==> src/rtl/frame_wr_interface_pkg.sv <==
// Shared definitions for the frame write master: burst FSM states, DDR address layout, bus widths.
package frame_wr_interface_pkg;

  localparam int DATA_W      = 64;
  localparam int FIFO_CNT_W  = 9;
  localparam int BURST_LEN_W = 10;
  localparam int ADDR_W      = 27;
  localparam int FRAME_IDX_W = 2;
  localparam int DROP_W      = 8;

  // DDR byte address: {1, 2'b00, frame, line, byte column}
  localparam int LINE_FIELD_W = 11;
  localparam int COL_FIELD_W  = 11;
  localparam int WORD_IDX_W   = COL_FIELD_W - 3;

  typedef enum logic [2:0] {
    ST_IDLE        = 3'd0,
    ST_WAIT_DATA   = 3'd1,
    ST_BURST_START = 3'd2,
    ST_BURSTING    = 3'd3,
    ST_BURST_END   = 3'd4,
    ST_LINE_END    = 3'd5
  } burst_state_t;

  function automatic logic [ADDR_W-1:0] make_burst_addr(
    input logic [FRAME_IDX_W-1:0]  frame,
    input logic [LINE_FIELD_W-1:0] line,
    input logic [WORD_IDX_W-1:0]   word
  );
    return {1'b1, 2'b00, frame, line, word, 3'b000};
  endfunction

endpackage

==> src/rtl/vs_sync_edge.sv <==
// Two-flop synchroniser plus registered rising-edge detector; one-cycle pulse three
// mem_clk edges after the input rises. No backpressure.
module vs_sync_edge (
  input  logic mem_clk,
  input  logic rst_n,
  input  logic async_in,
  output logic rise_pulse
);

  logic [2:0] sync_q;

  always_ff @(posedge mem_clk or negedge rst_n) begin
    if (!rst_n) begin
      sync_q     <= '0;
      rise_pulse <= 1'b0;
    end else begin
      sync_q     <= {sync_q[1:0], async_in};
      rise_pulse <= sync_q[1] & ~sync_q[2];
    end
  end

endmodule

==> src/rtl/frame_wr_interface.sv <==
// Drains the FWFT pixel FIFO into DDR line by line in bursts across rotating frame buffers.
// Data path is zero-latency (fifo_rd_en follows wr_burst_data_req); a burst only starts once the FIFO holds it.
module frame_wr_interface
  import frame_wr_interface_pkg::*;
#(
  parameter int BURST_LEN   = 128,
  parameter int LINE_WORDS  = 160,
  parameter int FRAME_LINES = 720,
  parameter int NUM_FRAMES  = 3
) (
  input  logic                   mem_clk,
  input  logic                   rst_n,
  input  logic                   vin_vs,
  input  logic [DATA_W-1:0]      fifo_dout,
  input  logic [FIFO_CNT_W-1:0]  fifo_rd_count,
  output logic                   fifo_rd_en,
  output logic                   fifo_flush,
  output logic                   wr_burst_req,
  output logic [BURST_LEN_W-1:0] wr_burst_len,
  output logic [ADDR_W-1:0]      wr_burst_addr,
  input  logic                   wr_burst_data_req,
  output logic [DATA_W-1:0]      wr_burst_data,
  input  logic                   burst_finish,
  output logic [FRAME_IDX_W-1:0] rd_frame_addr,
  output logic                   frame_done,
  output logic [DROP_W-1:0]      drop_cnt
);

  localparam logic [BURST_LEN_W-1:0]  BURST_LEN_C   = BURST_LEN_W'(BURST_LEN);
  localparam logic [BURST_LEN_W-1:0]  LINE_WORDS_C  = BURST_LEN_W'(LINE_WORDS);
  localparam logic [LINE_FIELD_W-1:0] FRAME_LINES_C = LINE_FIELD_W'(FRAME_LINES);
  localparam logic [FRAME_IDX_W-1:0]  LAST_FRAME    = FRAME_IDX_W'(NUM_FRAMES - 1);

  burst_state_t            state;
  logic [FRAME_IDX_W-1:0]  wr_frame;
  logic [LINE_FIELD_W-1:0] line_cnt;
  logic [BURST_LEN_W-1:0]  word_cnt;
  logic                    pend;
  logic                    frame_flag;
  logic [BURST_LEN_W-1:0]  remain;
  logic [BURST_LEN_W-1:0]  need;
  logic                    apply;
  logic                    frame_complete;

  vs_sync_edge u_vs_sync (
    .mem_clk    (mem_clk),
    .rst_n      (rst_n),
    .async_in   (vin_vs),
    .rise_pulse (frame_flag)
  );

  always_comb begin
    remain = LINE_WORDS_C - word_cnt;
    need   = (remain > BURST_LEN_C) ? BURST_LEN_C : remain;
  end

  // A running DDR burst is never cut short: a frame start seen mid-burst waits
  // in pend and takes effect in BURST_END.
  assign apply          = (state != ST_BURSTING) && (frame_flag || pend);
  assign frame_complete = (line_cnt == FRAME_LINES_C);

  assign fifo_rd_en    = (state == ST_BURSTING) && wr_burst_data_req;
  assign wr_burst_data = (state == ST_BURSTING) ? fifo_dout : '0;

  always_ff @(posedge mem_clk or negedge rst_n) begin
    if (!rst_n) begin
      state         <= ST_IDLE;
      wr_frame      <= '0;
      line_cnt      <= '0;
      word_cnt      <= '0;
      pend          <= 1'b0;
      fifo_flush    <= 1'b0;
      wr_burst_req  <= 1'b0;
      wr_burst_len  <= '0;
      wr_burst_addr <= '0;
      rd_frame_addr <= '0;
      frame_done    <= 1'b0;
      drop_cnt      <= '0;
    end else begin
      frame_done <= 1'b0;
      fifo_flush <= 1'b0;
      if (apply) begin
        state        <= ST_IDLE;
        line_cnt     <= '0;
        word_cnt     <= '0;
        pend         <= 1'b0;
        wr_burst_req <= 1'b0;
        if (frame_complete) begin
          wr_frame <= (wr_frame == LAST_FRAME) ? '0 : wr_frame + FRAME_IDX_W'(1);
        end else begin
          // Partial frame: rewrite the same buffer and throw away stale pixels.
          fifo_flush <= 1'b1;
          if (drop_cnt != '1) drop_cnt <= drop_cnt + DROP_W'(1);
        end
      end else begin
        case (state)
          ST_IDLE: begin
            if (line_cnt < FRAME_LINES_C) state <= ST_WAIT_DATA;
          end
          ST_WAIT_DATA: begin
            if ({1'b0, fifo_rd_count} >= need) state <= ST_BURST_START;
          end
          ST_BURST_START: begin
            wr_burst_len  <= need;
            wr_burst_addr <= make_burst_addr(wr_frame, line_cnt, word_cnt[WORD_IDX_W-1:0]);
            wr_burst_req  <= 1'b1;
            state         <= ST_BURSTING;
          end
          ST_BURSTING: begin
            if (frame_flag) pend <= 1'b1;
            if (wr_burst_data_req || burst_finish) wr_burst_req <= 1'b0;
            if (burst_finish) begin
              word_cnt <= word_cnt + wr_burst_len;
              state    <= ST_BURST_END;
            end
          end
          ST_BURST_END: begin
            state <= (word_cnt == LINE_WORDS_C) ? ST_LINE_END : ST_WAIT_DATA;
          end
          ST_LINE_END: begin
            word_cnt <= '0;
            line_cnt <= line_cnt + LINE_FIELD_W'(1);
            if (line_cnt + LINE_FIELD_W'(1) == FRAME_LINES_C) begin
              rd_frame_addr <= wr_frame;
              frame_done    <= 1'b1;
            end
            state <= ST_IDLE;
          end
          default: state <= ST_IDLE;
        endcase
      end
    end
  end

endmodule
==> config.mk <==
export PLATFORM = sky130hd
export DESIGN_NAME = frame_wr_interface
export DESIGN_NICKNAME = d
export VERILOG_FILES = /design/src/rtl/frame_wr_interface_pkg.sv /design/src/rtl/vs_sync_edge.sv /design/src/rtl/frame_wr_interface.sv
export SDC_FILE = /design/constraint.sdc
export NUM_CORES = 1
export LEC_CHECK = 0
export CAP_MARGIN = 40
export CORE_AREA = 2 2 112 114
export DETAILED_ROUTE_END_ITERATION = 8
export DIE_AREA = 0 0 114 116
export PLACE_DENSITY = 0.79
export SYNTH_ARGS = -nofsm -noshare
export SYNTH_HDL_FRONTEND = slang
export SYNTH_HIERARCHICAL = 1
export SYNTH_SLANG_ARGS = --single-unit
==> constraint.sdc <==
create_clock -name mem_clk -period 3.7 [get_ports mem_clk]
set_clock_uncertainty 0.2 [all_clocks]
set_input_delay 0.37 -clock mem_clk [delete_from_list [all_inputs] [get_ports mem_clk]]
set_output_delay 0.37 -clock mem_clk [all_outputs]
set_load 0.01 [all_outputs]
==> impl_results.rst, run 1 <==
.. list-table::
   :header-rows: 1

   * - Metric
     - Value
   * - Outcome
     - finished clean
   * - N_diodes
     - 0
   * - Post-detailed-route via-to-cell ratio
     - 5.19
   * - Total power per unit cell area
     - about 450 nW/um^2
   * - Slack of the critical path
     - 0.153 ns
   * - Area growth from synthesis to layout
     - 51.5%
   * - Number of antenna violations at the first check in global routing
     - 0
   * - Sequential cell area
     - ~1900 sq um
   * - Leak Pwr
     - 3.05 nW
   * - Latest clock arrival within the worst-skew pair
     - about 0.34 ns
   * - Synthesis-stage register bit count
     - 76
   * - Post-layout total power
     - between 3 and 4 mW
   * - Cell area reported after detailed placement
     - slightly below 7000 sq um
   * - CTS Root Buffer Type
     - clkbuf_16
   * - Sw power
     - ~1.2 mW
   * - Flop2flop setup slack
     - between 0.15 and 0.2 ns
   * - Number of nets in the layout
     - 798
   * - Portion of total power attributed to combinational logic
     - between 40% and 50%
   * - Internal power contribution
     - 2.07 mW
   * - Fraction of synthesized cell area taken by the top area cell type
     - about two fifths
   * - First-pass GRT wire length
     - around 22000 um
   * - CORE AREA
     - ~12000 sq um
   * - Vias
     - around 4.4k
   * - Die span in y
     - between 100 and 150 um
   * - Leading cell types by total area after synthesis
     - dfrtp_1, and2_1, ha_1
   * - Fin crit period
     - 3.55 ns
   * - Grt ovf
     - 0
   * - Final hold violations
     - 0
   * - Proportion of power drawn by flip-flops and latches
     - around 33%
   * - Final routed wire length divided by cell count
     - 17.0 um
   * - Layout fillers
     - between 1k and 1.5k
   * - Top-level port count
     - 193
   * - Async set or reset register ratio after synthesis
     - 100%
   * - Total die area
     - approximately 13000 sq um
   * - Dominant cell type by area after synthesis
     - dfrtp_1
   * - Starting density of the core
     - about 40%
   * - IR drop worst, VDD
     - around 0.35 mV
   * - Share of cells above drive strength 1
     - about an eighth
   * - Number of standard cells after synthesis
     - 508
   * - Endpoint class of the critical path
     - register
   * - Std-Cell Rows
     - 40
   * - Clock edge transition at the registers on the reported setup and hold paths
     - around 0.07 ns
   * - Final instance area
     - 7170 sq um
   * - Post-synthesis area per instance
     - around 9.3 sq um
   * - Worst-path maximum fanout
     - 5
   * - HPWL Detailed
     - roughly 11000 um
   * - Max transition margin
     - 41.6%
   * - Routed WL
     - 14400 um
   * - Worst Setup Slack post-DPL
     - a little under 0.03 ns
   * - Critical path start-end classification
     - register to register
   * - Total clock sinks
     - 76
   * - Length of the first detailed-routing pass in iterations
     - 4
   * - DRC violation count after routing
     - 0
   * - Post-synth EDFFs
     - 0
   * - Final Cycle Share
     - ~96%
   * - Predominant post-synthesis flop cell
     - dfrtp_1
   * - Switching portion of total power
     - ~36%
   * - Detailed router's first-iteration violation count
     - slightly below 300
   * - Distinct cells, synth
     - 64
   * - Required time of the critical path
     - around 3.8 ns
   * - Final RePlAce weighted congestion
     - roughly 0.84
   * - Setup Viol. Count Final
     - 0
   * - Number of buffers added on ports
     - 187
   * - Total standard cell area after synthesis
     - 4730 sq um
   * - Pin count of the biggest net entering global routing
     - 65
   * - Arrival time at the worst endpoint
     - 3.61 ns
   * - CTS Buf Count
     - 9
   * - Clock share of power
     - a little over a quarter
   * - Number of maximum-capacitance constraint violations
     - 0
   * - H-tree level count
     - 3
   * - Global-route total usage across every layer
     - 21.7%
   * - Clock tree from TritonCTS
     - yes
   * - Vias in the first global route
     - between 4k and 5k
   * - Yosys warnings
     - 6
   * - Smallest hold slack
     - around 0.15 ns
   * - Max Clock Freq
     - between 200 and 300 MHz
   * - Worst-margin pin slew
     - 0.869 ns
   * - Die Width
     - between 100 and 150 um
   * - Proportion of synthesized chip area in sequential cells
     - between 40% and 50%
   * - Startpoint types
     - register
   * - Antenna Violating Nets Remaining
     - 0
   * - Bufs on Longest Clock Path
     - 2
   * - Multi-input logic area
     - ~2700 sq um
   * - Final core utilization
     - between 60% and 70%
   * - Slew Viols, Final
     - 0
   * - Path category of the worst min-delay check
     - register to register
-- routing by layer --
| layer | part of all wire [%] | wire [um] | global-route usage [%] |
|---|---|---|---|
| met5 | 0 | 0 | 0 |
| met2 | 52 | 7520 | 39.1 |
| met1 | 40 | 5760 | 25.4 |
| met4 | 1.2 | 171 | 5.93 |
| met3 | 6.5 | 937 | 6.17 |
-- Yosys cell counts (3+ instances only) --
cell type,count
nor3b_1,3
o21a_1,4
or2_2,3
ha_1,24
and3_1,5
dfrtp_1,76
buf_2,3
a31oi_1,4
nand2b_1,7
a22o_1,8
nor2b_1,7
nor4_1,3
o21ai_0,29
nand3_1,14
and2_1,67
or3_1,5
a21oi_1,16
buf_4,5
nand2_1,53
nor2_1,22
mux2_2,18
a211oi_1,3
nor3_1,7
xnor2_1,17
clkbuf_1,25
a21o_1,6
nand4_1,6
inv_1,11
o31ai_1,7
xor2_1,6
-- cells by family (layout without fill, tap and decap cells) --
family                   after synthesis  in the layout  synth area share, %
AND/OR/NAND/NOR                      216            216                 25.3
XOR/XNOR                              23             23                 4.26
flip-flops                            76             76                 40.2
AO/OA/AOI/OAI                        100            100                 14.3
other                                  2              6                0.159
adder cells (fa/ha/maj)               25             25                 6.77
buffers and inverters                 47            235                 4.55
multiplexers                          19             19                 4.49
-- flip-flops by register name (all words and copies together) (netlist names) --
register              flops
u_vs_sync/rise_pulse      1
rd_frame_addr             2
drop_cnt                  8
wr_burst_len             10
wr_frame                  2
pend                      1
u_vs_sync/sync_q          3
wr_burst_req              1
wr_burst_addr            22
state                     3
line_cnt                 11
frame_done                1
word_cnt                 10
fifo_flush                1
-- cells in the final DEF (no fill, tap or decap), types with 3 or more instances in the layout --
cell,count
clkdlybuf4s50_1,186
dfrtp_1,76
and2_1,67
nand2_1,53
o21ai_0,28
ha_1,22
nor2_1,20
buf_4,19
mux2_2,18
xnor2_1,17
a21oi_1,14
nand3_1,14
inv_1,9
clkbuf_16,9
a22o_1,8
nor2b_1,7
nor3_1,7
nand2b_1,7
o31ai_1,7
nand4_1,6
xor2_1,6
a21o_1,6
conb_1,6
or3_1,5
and3_1,5
a31oi_1,4
o21a_1,4
or2_2,3
a21oi_2,3
nor3b_1,3
nor4_1,3
inv_6,3
-- stage by stage --
step	TNS [ns]	std cells
floorplan	0	512
global placement	0	825
detailed placement	0	827
CTS	0	844
global route	-0.0248	847
finish	0	847
-- power groups by stage --
stage	clock network, mW	logic, mW	registers (mW)
5_1_grt	0.897	1.43	1.09
3_5_place_dp	0	1.29	1.08
2_1_floorplan	0	0.666	1.05
4_1_cts	0.865	1.30	1.07
3_3_place_gp	0	1.25	1.08
6_report	0.845	1.31	1.07
-- area by class of cell --
class	instances	share of cell area [%]
clock buffer	9	3.14
clock inverter	7	0.821
inverter	11	0.576
multi-input combinational	389	37.5
sequential	76	26.5
tap	147	2.57
timing repair buffer	208	28.9
-- final timing paths --
| check | startpoint | cells past startpoint | to |
|---|---|---|---|
| max reg2reg | word_cnt[0] | 13 | state[1] |
| min in group asynchronous | rst_n | 2 | word_cnt[8] |
| min reg2reg | u_vs_sync/sync_q[0] | 0 | u_vs_sync/sync_q[1] |
| max | word_cnt[0] | 13 | state[1] |
| max in group asynchronous | rst_n | 3 | rd_frame_addr[0] |
| min | u_vs_sync/sync_q[0] | 0 | u_vs_sync/sync_q[1] |
-- repair_timing --
| item | 4_1_cts | 5_1_grt |
|---|---|---|
| endpoints found under the setup margin | 1 | 2 |
| pin swaps | 0 | 7 |
| hold buffers | 1 | 0 |
| setup buffers | 0 | 3 |
| endpoints found under the hold margin | 12 | 0 |
| resized for setup | 1 | 11 |
-- critical path, stage by stage (launching register included) --
cell       delay (ns)
dfrtp_1          0.40
inv_2            0.07
ha_2             0.18
or4b_4           0.51
a21oi_4          0.17
a21oi_2          0.09
o32a_1           0.38
or3_4            0.37
ha_4             0.29
o2111ai_1        0.10
o21ai_1          0.17
a41o_1           0.25
nand3_1          0.11
a21oi_2          0.18
Power figures use the tool's default switching activity.
==> inputs of run 2 (changes only) <==
==> constraint.sdc (replaced) <==
create_clock -name mem_clk -period 3 [get_ports mem_clk]
set_clock_uncertainty 0.2 [all_clocks]
set_input_delay 0.3 -clock mem_clk [delete_from_list [all_inputs] [get_ports mem_clk]]
set_output_delay 0.3 -clock mem_clk [all_outputs]
set_load 0.01 [all_outputs]
==> impl_results.rst, run 2 (synthesized netlist as in run 1, its figures left out) <==
.. list-table::
   :header-rows: 1

   * - Metric
     - Value
   * - Starting density of the core
     - 39.7% (unchanged)
   * - Worst Hold Launch
     - u_vs_sync/sync_q[0]
   * - Number of maximum-capacitance constraint violations
     - 0 (unchanged)
   * - Number of nets in the layout
     - 816 (+2.3%)
   * - Commonest non-fill, non-tap cell in the layout
     - clkdlybuf4s50_1
   * - Portion of total power attributed to combinational logic
     - 40.1% (-0.5 points)
   * - Internal power contribution
     - 2.69 mW (+30%)
   * - Length of the first detailed-routing pass in iterations
     - 5 (+1)
   * - Smallest hold slack
     - 0.162 ns (+0.0134 ns)
   * - Endpoint class of the critical path
     - register
   * - Number of cells traversed by the worst register-to-register path
     - 16 (+3)
   * - Violations in the final reports
     - negative setup slack
   * - Std-Cell Rows
     - 40 (unchanged)
   * - Worst Setup Slack post-DPL
     - -0.345 ns (-0.375 ns)
   * - Share of cells above drive strength 1
     - 14.2% (+2.5 points)
   * - Outcome
     - finished with violations
   * - Final routed wire length divided by cell count
     - 16.7 um (-1.5%)
   * - Delay of the slowest cell on the worst path
     - 0.49 ns (-0.02 ns)
   * - Proportion of power drawn by flip-flops and latches
     - 32.2% (-1.0 points)
   * - CTS Buf Count
     - 9 (unchanged)
   * - Startpoint types
     - register
   * - Number of buffers added on ports
     - 187 (unchanged)
   * - Timing startpoint of the critical path
     - word_cnt[1]
   * - Sequential cell area
     - 1900 sq um (about the same)
   * - Number of flip-flops under the largest register name
     - 22 (unchanged)
   * - Setup Viol. Count Final
     - 2 (+2)
   * - Hold path cells
     - 0 (unchanged)
   * - Flop2flop setup slack
     - -0.36 ns (-0.51 ns)
   * - Slew Viols, Final
     - 0 (unchanged)
   * - Bufs on Longest Clock Path
     - 2 (unchanged)
   * - Worst flop-to-flop path endpoint
     - state[1]
   * - Critical path start-end classification
     - register to register
   * - Leading cell types in the layout, fill and taps excluded
     - clkdlybuf4s50_1, dfrtp_1, and2_1, nand2_1, buf_4
   * - Hold Path Sink
     - u_vs_sync/sync_q[1]
   * - Startpoint of the most critical register-to-register path
     - word_cnt[1]
   * - Grt ovf
     - 0 (unchanged)
   * - CORE AREA
     - 11900 sq um (unchanged)
   * - Total die area
     - 13200 sq um (unchanged)
   * - Worst-margin pin slew
     - 0.741 ns (-0.128 ns)
   * - Final core utilization
     - 61.6% (+1.4 points)
   * - Final RePlAce weighted congestion
     - 0.878 (+4.1%)
   * - Total clock sinks
     - 76 (unchanged)
   * - Die Width
     - 114 um (unchanged)
   * - Number of buffer and inverter instances along the worst setup path
     - 4 (+3)
   * - Post-layout total power
     - 4.09 mW (+27%)
   * - Slack of the critical path
     - -0.359 ns (-0.512 ns)
   * - Clock share of power
     - 27.6% (+1.4 points)
   * - Cell area reported after detailed placement
     - 6970 sq um (+2.4%)
   * - DRC violation count after routing
     - 0 (unchanged)
   * - Post-detailed-route via-to-cell ratio
     - 5.16 (-0.57%)
   * - RSZ-0062 raised after global routing
     - yes
   * - N_diodes
     - 0 (unchanged)
   * - Final instance area
     - 7330 sq um (+2.3%)
   * - Arrival time at the worst endpoint
     - 3.42 ns (-0.19 ns)
   * - Worst-path maximum fanout
     - 5 (unchanged)
   * - H-tree level count
     - 3 (unchanged)
   * - Switching portion of total power
     - 34.4% (-1.4 points)
   * - Final Cycle Share
     - 112% (+16 points)
   * - Total power per unit cell area
     - 558 nW/um^2 (+24%)
   * - Clock edge transition at the registers on the reported setup and hold paths
     - 0.07 ns (about the same)
   * - Latest clock arrival within the worst-skew pair
     - 0.34 ns (about the same)
   * - Max transition margin
     - 50.5% (+8.9 points)
   * - Top-level port count
     - 193 (unchanged)
   * - Leak Pwr
     - 3.16 nW (+3.4%)
   * - Die span in y
     - 116 um (unchanged)
   * - Vias
     - 4466 (+1.5%)
   * - Worst path cell trace
     - inv_2 -> ha_4 -> or4b_4 -> buf_4 -> buf_4 -> nand2_1 -> a21boi_1 -> o41ai_1 -> buf_4 -> nand2_1 -> ha_1 -> o2111ai_2 -> o21ai_1 -> a41o_1 -> nand3_1 -> a21oi_2
   * - IR drop worst, VDD
     - 0.390 mV (+13%)
   * - Sw power
     - 1.41 mW (+22%)
   * - Biggest regs
     - wr_burst_addr x22, line_cnt x11
   * - Number of antenna violations at the first check in global routing
     - 0 (unchanged)
   * - First-pass GRT wire length
     - 22700 um (+1.1%)
   * - CTS Root Buffer Type
     - clkbuf_16
   * - Multi-input logic area
     - 2700 sq um (+0.51%)
   * - Routed WL
     - 14500 um (+0.56%)
   * - Layout fillers
     - 1000 (-2.0%)
   * - HPWL Detailed
     - 11100 um (-0.67%)
   * - Required time of the critical path
     - 3.06 ns (-0.70 ns)
   * - Vias in the first global route
     - 4513 (+1.4%)
   * - Global-route total usage across every layer
     - 21.7% (about the same)
   * - Most frequent cell on the critical path
     - buf_4
   * - Clock tree from TritonCTS
     - yes
   * - Worst path top cell family by delay
     - compound AO/OA/AOI/OAI gates
   * - Path category of the worst min-delay check
     - register to register
   * - Most flop-heavy register
     - wr_burst_addr
   * - Pin count of the biggest net entering global routing
     - 60 (-7.7%)
   * - Fin crit period
     - 3.36 ns (-0.188 ns)
   * - Antenna Violating Nets Remaining
     - 0 (unchanged)
   * - Area growth from synthesis to layout
     - 55.0%
   * - Detailed router's first-iteration violation count
     - 237 (-20%)
   * - Max Clock Freq
     - 298 MHz (+5.6%)
   * - Critical Path Slowest Stage Cell
     - or4b_4
   * - Final hold violations
     - 0 (unchanged)
run 2: power by group through the flow:
stage                     clock network, mW  registers [mW]  logic [mW]
final                                  1.13            1.32        1.64
after global routing                   1.19            1.34        1.78
after CTS                              1.15            1.32        1.65
after detailed placement                  0            1.33        1.62
after global placement                    0            1.32        1.59
after floorplan                           0            1.29       0.834
run 2: per-stage QoR:
stage | TNS, ns | cells
2_1_floorplan | -0.570 | 512
3_3_place_gp | -0.405 | 844
3_5_place_dp | -0.620 | 845
4_1_cts | -0.646 | 865
5_1_grt | -0.970 | 865
6_report | -0.628 | 865
run 2: worst max-delay path by stage:
stage | end | slack, ns | depth (start not counted)
4_1_cts | state[1] | -0.36 | 15
2_1_floorplan | state[1] | -0.32 | 14
3_3_place_gp | state[1] | -0.23 | 15
5_1_grt | state[1] | -0.54 | 16
6_report | state[1] | -0.36 | 16
3_5_place_dp | state[1] | -0.35 | 15
run 2: layout make-up:
cell class	instances	share of cell area, %
multi-input combinational	389	36.8
timing repair buffer	226	30.0
sequential	76	25.9
clock buffer	10	3.26
tap	147	2.51
clock inverter	6	0.955
inverter	11	0.563
run 2: what timing repair did:
action	4_1_cts	5_1_grt
hold endpoints to repair	76	0
setup endpoints to repair	2	2
resized for setup	3	5
gates cloned	0	0
hold buffers	1	0
setup buffers	3	0
pin swaps	7	1
run 2: layer usage:
metal	vias up	global-route usage, %	part of all wire, %
met2	150	36.2	50
met3	21	5.65	5.6
met4	0	6.26	1.6
met1	2128	28.0	42
met5	-	0	0
li1	2167	-	-
